**config.mk**
```make
export PLATFORM = sky130hd
export DESIGN_NAME = por_reset_sequencer
export DESIGN_NICKNAME = d
export VERILOG_FILES = /design/src/rtl/por_seq_pkg.sv /design/src/rtl/por_rst_sync.sv /design/src/rtl/por_reset_sequencer.sv
export SDC_FILE = /design/constraint.sdc
export NUM_CORES = 1
export LEC_CHECK = 0
export ABC_CLOCK_PERIOD_IN_PS = 2250
export CAP_MARGIN = 20
export CORE_MARGIN = 5
export CORE_UTILIZATION = 49
export CTS_CLUSTER_SIZE = 12
export DETAILED_ROUTE_END_ITERATION = 8
export GPL_ROUTABILITY_DRIVEN = 0
export HOLD_SLACK_MARGIN = 0.05
export PLACE_DENSITY = 0.74
export SKIP_CTS_REPAIR_TIMING = 1
export SYNTH_ARGS = -nofsm -noshare
export SYNTH_HDL_FRONTEND = slang
export SYNTH_HIERARCHICAL = 1
export SYNTH_SLANG_ARGS = --single-unit
```
**constraint.sdc**
```tcl
create_clock -name CLK_I -period 2.25 [get_ports CLK_I]
set_input_delay 0.3375 -clock CLK_I [delete_from_list [all_inputs] [get_ports CLK_I]]
set_output_delay 0.3375 -clock CLK_I [all_outputs]
set_load 0.01 [all_outputs]
```
**src/rtl/por_seq_pkg.sv**
```systemverilog
// Shared types and sizing helpers for the power-on reset sequencer.
// Imported by the sequencer top and by any block that needs its state encoding.
package por_seq_pkg;

    typedef enum logic [2:0] {
        ST_IDLE     = 3'd0,
        ST_STABLE   = 3'd1,
        ST_RELEASE  = 3'd2,
        ST_WAIT_ACK = 3'd3,
        ST_GAP      = 3'd4,
        ST_DONE     = 3'd5
    } por_state_e;

    localparam int unsigned DEF_NUM_DOMAINS   = 4;
    localparam int unsigned DEF_SYNC_STAGES   = 2;
    localparam int unsigned DEF_STABLE_CYCLES = 64;
    localparam int unsigned DEF_GAP_CYCLES    = 8;
    localparam int unsigned DEF_ACK_TIMEOUT   = 256;

    // One spare bit above the largest terminal count keeps the shared counter wrap-free.
    function automatic int unsigned cnt_width(input int unsigned stable_cycles,
                                              input int unsigned gap_cycles,
                                              input int unsigned ack_timeout);
        int unsigned m;
        m = stable_cycles;
        if (gap_cycles > m) m = gap_cycles;
        if (ack_timeout > m) m = ack_timeout;
        return $clog2(m) + 1;
    endfunction

    function automatic int unsigned idx_width(input int unsigned num_domains);
        return (num_domains > 1) ? $clog2(num_domains) : 1;
    endfunction

endpackage

```
**src/rtl/por_rst_sync.sv**
```systemverilog
// Async-assert / sync-deassert reset synchroniser; output rises STAGES edges after release.
// Kept generic so downstream domain resets can reuse it.
module por_rst_sync #(
    parameter int unsigned STAGES = 2
) (
    input  logic clk_i,
    input  logic rst_n_i,
    output logic rst_n_sync_o
);

    logic [STAGES-1:0] sync_q;

    always_ff @(posedge clk_i or negedge rst_n_i) begin
        if (!rst_n_i) begin
            sync_q <= '0;
        end else begin
            sync_q <= {sync_q[STAGES-2:0], 1'b1};
        end
    end

    assign rst_n_sync_o = sync_q[STAGES-1];

endmodule

```
**src/rtl/por_reset_sequencer.sv**
```systemverilog
// Releases NUM_DOMAINS core resets in index order after POR, with ack handshake and timeout.
//
//   state    | meaning
//   IDLE     | waiting for synchronised POR release
//   STABLE   | counting supply stabilisation cycles
//   RELEASE  | one cycle; releases RST_N_O[idx] on exit
//   WAIT_ACK | waiting for DOM_ACK_I[idx] or timeout
//   GAP      | idle cycles before the next domain release
//   DONE     | all domains released
module por_reset_sequencer
    import por_seq_pkg::*;
#(
    parameter int unsigned NUM_DOMAINS   = DEF_NUM_DOMAINS,
    parameter int unsigned SYNC_STAGES   = DEF_SYNC_STAGES,
    parameter int unsigned STABLE_CYCLES = DEF_STABLE_CYCLES,
    parameter int unsigned GAP_CYCLES    = DEF_GAP_CYCLES,
    parameter int unsigned ACK_TIMEOUT   = DEF_ACK_TIMEOUT
) (
    input  logic                   CLK_I,
    input  logic                   POR_N_I,
    input  logic                   SW_RST_REQ_I,
    input  logic [NUM_DOMAINS-1:0] DOM_ACK_I,
    output logic [NUM_DOMAINS-1:0] RST_N_O,
    output logic                   POR_DONE_O,
    output logic                   ACK_TIMEOUT_O,
    output logic [2:0]             STATE_O
);

    localparam int unsigned CW = cnt_width(STABLE_CYCLES, GAP_CYCLES, ACK_TIMEOUT);
    localparam int unsigned IW = idx_width(NUM_DOMAINS);

    logic                   por_sync;
    por_state_e             state_q, state_d;
    logic [CW-1:0]          cnt_q, cnt_d;
    logic [IW-1:0]          idx_q, idx_d;
    logic [NUM_DOMAINS-1:0] rst_n_q, rst_n_d;
    logic                   done_q, done_d;
    logic                   flag_q, flag_d;
    logic                   ack_sel;

    por_rst_sync #(
        .STAGES(SYNC_STAGES)
    ) u_por_sync (
        .clk_i       (CLK_I),
        .rst_n_i     (POR_N_I),
        .rst_n_sync_o(por_sync)
    );

    always_ff @(posedge CLK_I or negedge POR_N_I) begin
        if (!POR_N_I) begin
            state_q <= ST_IDLE;
            cnt_q   <= '0;
            idx_q   <= '0;
            rst_n_q <= '0;
            done_q  <= 1'b0;
            flag_q  <= 1'b0;
        end else begin
            state_q <= state_d;
            cnt_q   <= cnt_d;
            idx_q   <= idx_d;
            rst_n_q <= rst_n_d;
            done_q  <= done_d;
            flag_q  <= flag_d;
        end
    end

    always_comb begin
        ack_sel = 1'b0;
        for (int i = 0; i < NUM_DOMAINS; i++) begin
            if (idx_q == IW'(i)) ack_sel = DOM_ACK_I[i];
        end
    end

    always_comb begin
        state_d = state_q;
        cnt_d   = cnt_q;
        idx_d   = idx_q;
        rst_n_d = rst_n_q;
        done_d  = done_q;
        flag_d  = flag_q;

        // A software re-sequence overrides every other transition; the timeout flag survives it.
        if (SW_RST_REQ_I && (state_q != ST_IDLE)) begin
            state_d = ST_STABLE;
            cnt_d   = '0;
            idx_d   = '0;
            rst_n_d = '0;
            done_d  = 1'b0;
        end else begin
            case (state_q)
                ST_IDLE: begin
                    if (por_sync) begin
                        state_d = ST_STABLE;
                        cnt_d   = '0;
                    end
                end
                ST_STABLE: begin
                    if (cnt_q == CW'(STABLE_CYCLES - 1)) begin
                        state_d = ST_RELEASE;
                        idx_d   = '0;
                    end else begin
                        cnt_d = cnt_q + CW'(1);
                    end
                end
                ST_RELEASE: begin
                    for (int i = 0; i < NUM_DOMAINS; i++) begin
                        if (idx_q == IW'(i)) rst_n_d[i] = 1'b1;
                    end
                    state_d = ST_WAIT_ACK;
                    cnt_d   = '0;
                end
                ST_WAIT_ACK: begin
                    if (ack_sel || (cnt_q == CW'(ACK_TIMEOUT - 1))) begin
                        if (!ack_sel) flag_d = 1'b1;
                        if (idx_q == IW'(NUM_DOMAINS - 1)) begin
                            state_d = ST_DONE;
                            done_d  = 1'b1;
                        end else begin
                            state_d = ST_GAP;
                            cnt_d   = '0;
                        end
                    end else begin
                        cnt_d = cnt_q + CW'(1);
                    end
                end
                ST_GAP: begin
                    if (cnt_q == CW'(GAP_CYCLES - 1)) begin
                        state_d = ST_RELEASE;
                        idx_d   = idx_q + IW'(1);
                    end else begin
                        cnt_d = cnt_q + CW'(1);
                    end
                end
                ST_DONE: begin
                    state_d = ST_DONE;
                end
                default: begin
                    state_d = ST_IDLE;
                end
            endcase
        end
    end

    assign RST_N_O       = rst_n_q;
    assign POR_DONE_O    = done_q;
    assign ACK_TIMEOUT_O = flag_q;
    assign STATE_O       = state_q;

endmodule

```
* Word level (Yosys, flattened, before mapping)
Index checks and enable logic that the tools add are counted.
** Word-level totals
- Latch bits :: 0
- Bits in read-only memories :: 0
- Output and inout port bits :: 9
- Register bits :: 22
- Word-level logic and storage cells :: 86
- Bits in writable memories :: 0
- Memories kept :: 0
** Cells by class
- Reductions and logical operators :: 23
- $lt $le $gt $ge :: 0
- Div/mod/pow operators :: 0
- Multiply operators :: 0
- Muxes and demuxes :: 31
- Add/sub/neg operators :: 2
- Equality and inequality tests :: 18
- Shift operators :: 0
- Bitwise operators :: 2
** Operator list (count)
- 2-to-1 mux 9 bit :: 6
- one-hot mux 9 bit (5 select lines) :: 1
- one-hot mux 3 bit (6 select lines) :: 1
- 2-to-1 mux 3 bit :: 5
- != test 3 bit (second input constant) :: 5
- nonzero test 2 bit :: 7
- 2-to-1 mux 1 bit :: 12
- adder 9 x 1 -> 9 bit (second input constant) :: 1
- == test 9 x 3 -> 1 bit (second input constant) :: 1
- == test 9 x 6 -> 1 bit (second input constant) :: 1
- == test 9 x 8 -> 1 bit (second input constant) :: 1
- 2-to-1 mux 4 bit :: 2
- AND reduction 2 bit :: 4
- AND reduction 4 bit :: 2
- == test 3 x 2 -> 1 bit (second input constant) :: 2
- == test 3 bit (second input constant) :: 2
- 2-to-1 mux 2 bit :: 3
- AND reduction 3 bit :: 2
- nonzero test 3 bit :: 2
- nonzero test 6 bit :: 1
- AND reduction 5 bit :: 1
- == test 2 bit (second input constant) :: 2
- != test 4 bit (second input constant) :: 1
- one-hot mux 2 bit (2 select lines) :: 1
- 9 further kinds :: 10

* Logic depth before layout (Yosys ltp)
Gate-level depths: netlist of the first run.
- Word-level depth :: 9
- Depth in mapped cells :: 11
- Mapped depth without buffers :: 10

* By module
Netlist of the first run, hierarchy kept.
** By module, submodules not included
- por_reset_sequencer :: cells each 147, area each 1311.3 um^2, times used 1
- por_rst_sync :: cells each 3, area each 53.8 um^2, times used 1

* Worst setup path after synthesis of the first run
Ideal clock, no wire load.
- Path type :: register to register
- Start :: register cnt_q[0]
- End :: register cnt_q[2]
- Period minus slack after synthesis :: 2.292 ns
- Buffers on the path :: 1
- Arrival time :: 2.166 ns
- Slack :: -0.042 ns
- Stages on the path, launching flop included :: 12
- Cells stage by stage :: dfrtp_1 ha_1 nand3_1 or2_1 nor2_1 ha_1 o21a_1 nand3_1 o41ai_2 or2_1 buf_2 a221o_1
** Between the ends
- Longest elaborated chain between the ends :: 5
** RTL lines
- start: declaration :: line por_reset_sequencer.sv:34 : logic [CW-1:0] cnt_q, cnt_d;
- start signal: assignment :: line por_reset_sequencer.sv:59 : cnt_q <= cnt_d;
- branches (longest 5 deep; another with adder 9 x 1 -> 9 bit)
Parallel ways; which one is timed is not known. The select of a mux whose other input is x is not followed.
A chain may end at the register's enable or synchronous reset.

* Final worst setup path of the first run
- Start :: register cnt_q[0]
- End :: register cnt_q[3]
Same word-level chain as after synthesis.

==> flow_metrics.py, run 1 <==
metrics = {
    "status": {
        "status": "finished clean",
    },
    "synthesis": {
        "synth_cell_types": 42,
        "synth.cell_area_um2": 1370,
        "yosys-top-cells-count": "22 x dfrtp_1, 14 x nor2_1, 9 x inv_1, 9 x nand2_1",
        "synthCells": 150,
        "synth_top_area_share_pct": 40.3,
        "avgSynthCellArea_um2": 9.10,
        "syn_nets": 163,
        "yosys_warnings": 6,
        "yosysMostFrequentCell": "dfrtp_1",
        "ys_ff_latch": 22,
        "synth_enable_flop_cells": 0,
        "synthFlopType": "dfrtp_1",
        "postSynth.asyncResetShare_pct": 100,
        "synth_area_leaders": "dfrtp_1 40%, ha_1 5.5%, a221o_1 4.4%",
        "yosysTopAreaCell": "dfrtp_1",
        "synth_seq_area_share_pct": 40.3,
    },
    "global_route": {
        "grt_pass1_vias": 1191,
        "grt_antenna_before_repair": 0,
        "grt_first_pass_wirelength_um": 5460,
        "track_usage_pct": 16.9,
        "overflow": 0,
        "grt_max_degree": 23,
    },
    "floorplanning": {
        "fp-row-count": 19,
        "dieHeight_um": 62.8,
        "start_util_pct": 50.4,
        "dieArea_um2": 3940,
        "die_w_um": 62.8,
        "boundaryPins": 16,
        "core_um2": 2710,
    },
    "cells_and_area": {
        "register_area_um2": 551,
        "multi_input_area_um2": 811,
        "drive_gt1_share_pct": 22.3,
        "fin_util_pct": 65.4,
        "finalNetCount": 199,
        "final_cells": 215,
        "fillCellCount": 216,
        "diodes": 0,
        "areaGrowthSynthToFinish_pct": 29.8,
    },
    "setup_path": {
        "cp-end-kind": "flip-flop",
        "crit_arrival_ns": 2.38,
        "r2r_cells": 10,
        "cp_data_required_time_ns": 2.47,
        "r2r_slack_ns": 0.09,
        "worst-setup-path-type": "flip-flop to flip-flop",
        "worstSetupStartpointType": "flip-flop",
        "crit_path_max_fanout": 5,
        "rr_endpoint": "cnt_q[3]$_DFFE_PN0P_",
        "reg2reg_from": "cnt_q[0]$_DFFE_PN0P_",
    },
    "power_and_ir_drop": {
        "peakVddDrop_mv": 0.322,
        "power.density_nw_per_um2": 414,
        "power.leakage_nw": 0.786,
    },
    "placement": {
        "hpwlAfterDp_um": 2380,
        "place_inst": 210,
        "post-place-ws_ns": -0.0359,
        "io_buffers": 15,
    },
    "routing": {
        "ant_nets": 0,
        "wl_um": 3370,
        "drcViolationCount": 0,
        "wl_per_cell_um": 15.7,
        "dr.pass1.iters": 4,
        "initialDrtViolationCount": 51,
        "via_per_inst": 6.19,
        "vias": 1331,
    },
    "sta": {
        "setup_slack_ns": 0.0850,
        "skew_ns": 0.0126,
        "min_period_over_period_pct": 96.2,
        "finalSetupViolations": 0,
        "drv_slew": 0,
        "clock.fmax_mhz": 462,
        "hold_viol": 0,
        "period_needed_ns": 2.16,
    },
    "clock_tree": {
        "cts_tree": "done",
        "clock_path_buffers": 2,
        "cts_buffers": 3,
        "htreeDepth": 1,
        "cts_root_buf": "clkbuf_4",
        "path_clk_slew_ns": 0.13,
        "cts_sinks": 22,
        "worstSkewPairLatency_ns": 0.32,
    },
    "flow_run": {
        "max-cap-violations": 0,
    },
    "worst_hold_path": {
        "hold_class": "primary input to asynchronous set/reset pin",
    },
}
power by group:
part / leakage, nW / total [mW] / switching (mW) / internal [mW]
sequential: 0.294 / 0.420 / 0.0107 / 0.410
clock: 0.0138 / 0.187 / 0.124 / 0.0627
combinational: 0.478 / 0.127 / 0.0624 / 0.0646
total: 0.786 / 0.734 / 0.197 / 0.537
worst max-delay path, cell delays in order (launching register included):
cell and delay [ns]:
dfrtp_1 0.41, ha_2 0.20, nand3_2 0.06, or2_1 0.13, nor2_2 0.05, ha_2 0.17, o21a_1 0.21, nand3_2 0.10
o41ai_4 0.10, or2_4 0.29, a221o_1 0.35
final cells by class:
class / instances / area share (%)
Clock buffer: 3 / 1.27
Multi-Input combinational cell: 113 / 45.8
Inverter: 9 / 1.91
Sequential cell: 22 / 31.1
Timing Repair Buffer: 37 / 17.8
Tap cell: 31 / 2.19
layout by cell type, fill, tap and decap left out, drive strengths merged, types with 7 or more instances in the layout:
cell type      instances
dfrtp                 22
buf                   22
clkdlybuf4s50         15
nor2                  14
inv                    9
nand2                  9
o21ai                  8
nand3                  7
nor3                   7
worst max path at each step:
stage | from | endpoint | slack [ns] | cells after the start
after CTS | cnt_q[1]$_DFFE_PN0P_ | cnt_q[2]$_DFFE_PN0P_ | -0.06 | 10
final | cnt_q[0]$_DFFE_PN0P_ | cnt_q[3]$_DFFE_PN0P_ | 0.09 | 10
after floorplan | cnt_q[0]$_DFFE_PN0P_ | cnt_q[2]$_DFFE_PN0P_ | 0.001 | 11
after global routing | idx_q[1]$_DFFE_PN0P_ | cnt_q[4]$_DFFE_PN0P_ | -0.01 | 8
after global placement | cnt_q[1]$_DFFE_PN0P_ | cnt_q[6]$_DFFE_PN0P_ | 0.05 | 10
after detailed placement | cnt_q[1]$_DFFE_PN0P_ | cnt_q[2]$_DFFE_PN0P_ | -0.04 | 10
stage by stage:
step	cell area (um^2)	power (mW)	hold WS, ns	TNS [ns]
floorplan	1370	0.479	0.0419	0
global placement	1680	0.537	0.335	0
detailed placement	1680	0.543	0.339	-0.138
CTS	1710	0.725	0.367	-0.255
global route	1770	0.765	0.395	-0.0341
finish	1770	0.734	0.359	0
metal layers:
layer	track usage, %	vias to the layer above	share of wire, %
met5	0	-	0
met4	6.90	0	1.4
met3	3.78	6	6.9
met2	25.9	56	47
met1	22.8	644	44
li1	-	625	-
sequential cells by signal (all words and copies together) (netlist names):
register and cells:
cnt_q 9, RST_N_O 4, STATE_O 3, idx_q 2, u_por_sync/sync_q 2, ACK_TIMEOUT_O 1
POR_DONE_O 1
cell families after synthesis:
| logic type | after synthesis | share of synthesized area (%) |
|---|---|---|
| other cells | 1 | 0.275 |
| buf+inv | 16 | 4.67 |
| flops | 22 | 40.3 |
| compound gates | 42 | 23.1 |
| simple gates | 61 | 24.6 |
| fa+ha+maj | 6 | 5.50 |
| mux | 2 | 1.56 |
Note: power is estimated with default switching activity, not from simulation.
==> inputs of run 2 (changes only) <==
PLACE_DENSITY = 0.81   (was 0.74)
==> run 2 against run 1 <==
Against the previous run: sequential share of layout area decreased by 0.13 points; die area is the same; hold slack got worse by 0.0011 ns; register-to-register slack worse by 0.03 ns; critical endpoint is now cnt_q[5]$_DFFE_PN0P_; global-route usage rose by 0.67 points; combinational power hardly changed; largest power group unchanged; flip-flop and latch count is the same; sequential power hardly changed; clock power rose by 20%; largest cell class unchanged; core utilization increased by 0.28 points; cell area up 0.42%.
==> flow_metrics.py, run 2 (synthesized netlist as in run 1, its figures left out) <==
metrics = {
    "setup_path": {
        "path_buf_inv": 0,
        "crit_path_max_fanout": 5,
        "critPathMaxStageDelay_ns": 0.42,
        "r2r_cells": 10,
        "crit_slowest_cell": "dfrtp_1",
        "cp_data_required_time_ns": 2.46,
        "cp-end-kind": "flip-flop",
        "worst-setup-path-type": "flip-flop to flip-flop",
        "crit_arrival_ns": 2.40,
        "worstSetupStartpointType": "flip-flop",
        "crit_chain": "ha_2, nand3_2, or2_4, nor2_1, ha_2, o21a_1, nand3_2, o41ai_4, or2_4, a221o_1",
        "crit_cells": 10,
        "crit_family": "compound AO/OA/AOI/OAI gates",
    },
    "cells_and_area": {
        "drive_gt1_share_pct": 21.2,
        "areaGrowthSynthToFinish_pct": 30.3,
        "diodes": 0,
        "final_common_cell": "dfrtp_1",
        "multi_input_area_um2": 820,
        "largest_reg_flops": 9,
        "top_register": "cnt_q",
        "register_area_um2": 551,
        "final_cells": 215,
        "most-common-layout-cells": "22 x dfrtp_1, 20 x buf_4, 15 x clkdlybuf4s50_1",
        "finalNetCount": 198,
        "fin_util_pct": 65.7,
        "fillCellCount": 225,
    },
    "worst_hold_path": {
        "hold_class": "primary input to asynchronous set/reset pin",
    },
    "global_route": {
        "met2_usage_pct": 26.9,
        "overflow": 0,
        "grt_first_pass_wirelength_um": 5690,
        "grt_pass1_vias": 1272,
        "grt_antenna_before_repair": 0,
        "grt_busiest_layer": "met2",
        "use_met3_pct": 3.78,
        "grt_max_degree": 23,
        "track_usage_pct": 17.5,
        "use_met1_pct": 23.0,
    },
    "sta": {
        "drv_slew": 0,
        "skew_ns": 0.00492,
        "min_period_over_period_pct": 97.5,
        "setup_tns_ns": 0,
        "setup_slack_ns": 0.0553,
        "clock.fmax_mhz": 456,
        "period_needed_ns": 2.19,
        "slew_headroom_pct": 61.6,
        "tightestPinTransition_ns": 0.574,
        "finalSetupViolations": 0,
        "hold_viol": 0,
    },
    "floorplanning": {
        "core_um2": 2710,
        "boundaryPins": 16,
        "dieHeight_um": 62.8,
        "fp-row-count": 19,
        "dieArea_um2": 3940,
        "start_util_pct": 50.4,
        "die_w_um": 62.8,
    },
    "clock_tree": {
        "worstSkewPairLatency_ns": 0.31,
        "htreeDepth": 1,
        "path_clk_slew_ns": 0.13,
        "cts_root_buf": "clkbuf_4",
        "cts_sinks": 22,
        "cts_tree": "done",
        "clock_path_buffers": 2,
        "cts_buffers": 3,
    },
    "routing": {
        "via_per_inst": 6.21,
        "initialDrtViolationCount": 74,
        "wl_per_cell_um": 16.9,
        "vias": 1336,
        "drcViolationCount": 0,
        "ant_nets": 0,
        "dr.pass1.iters": 7,
        "wl_um": 3640,
    },
    "placement": {
        "hpwlAfterDp_um": 2480,
        "place_inst": 207,
        "io_buffers": 15,
        "post-place-ws_ns": -0.0373,
    },
    "power_and_ir_drop": {
        "power.leakage_nw": 0.790,
        "peakVddDrop_mv": 0.375,
        "total_power_uw": 769,
        "power.density_nw_per_um2": 432,
    },
    "flow_run": {
        "max-cap-violations": 0,
    },
    "status": {
        "status": "finished clean",
    },
}
## run 2: layout make-up
class	count	area share (%)
flip-flops and latches	22	30.9
clock buffers	4	2.04
multi-input cells	114	46.1
inverters	9	1.90
well taps	31	2.18
repair buffers	35	16.9
## run 2: power by group
part,switching [mW],internal (mW),total (mW)
registers,0.0109,0.410,0.421
logic,0.0626,0.0614,0.124
clock network,0.125,0.0989,0.224
total,0.199,0.570,0.769
## run 2: metrics by stage
stage	hold WS, ns	cell area (um^2)
2_1_floorplan	0.0419	1370
3_3_place_gp	0.342	1660
3_5_place_dp	0.340	1660
4_1_cts	0.374	1700
5_1_grt	0.370	1780
6_report	0.358	1780
## run 2: per-layer routing
layer  part of all wire [%]  up-vias
met4                    3.4        0
met3                    9.2       15
li1                       -      629
met1                     39      615
met2                     48       77
met5                      0        -
## run 2: path summary, 6_finish.rpt
kind,from,end,slack [ns]
setup reg to reg,cnt_q[1]$_DFFE_PN0P_,cnt_q[5]$_DFFE_PN0P_,0.06
max in group asynchronous,POR_N_I,cnt_q[3]$_DFFE_PN0P_,1.67
min in group CLK_I,u_por_sync/sync_q[0]$_DFF_PN0_,u_por_sync/sync_q[1]$_DFF_PN0_,0.38
setup / recovery,cnt_q[1]$_DFFE_PN0P_,cnt_q[5]$_DFFE_PN0P_,0.06
hold / removal,POR_N_I,RST_N_O[1]$_DFFE_PN0P_,0.36
hold reg to reg,u_por_sync/sync_q[0]$_DFF_PN0_,u_por_sync/sync_q[1]$_DFF_PN0_,0.38
## run 2: worst register-to-register path, delay by kind of cell (launching register included)
kind | cells | cell delay (ns)
AND/OR/NAND/NOR | 5 | 0.61
flip-flops | 1 | 0.42
AO/OA/AOI/OAI | 3 | 0.69
adder cells (fa/ha/maj) | 2 | 0.37
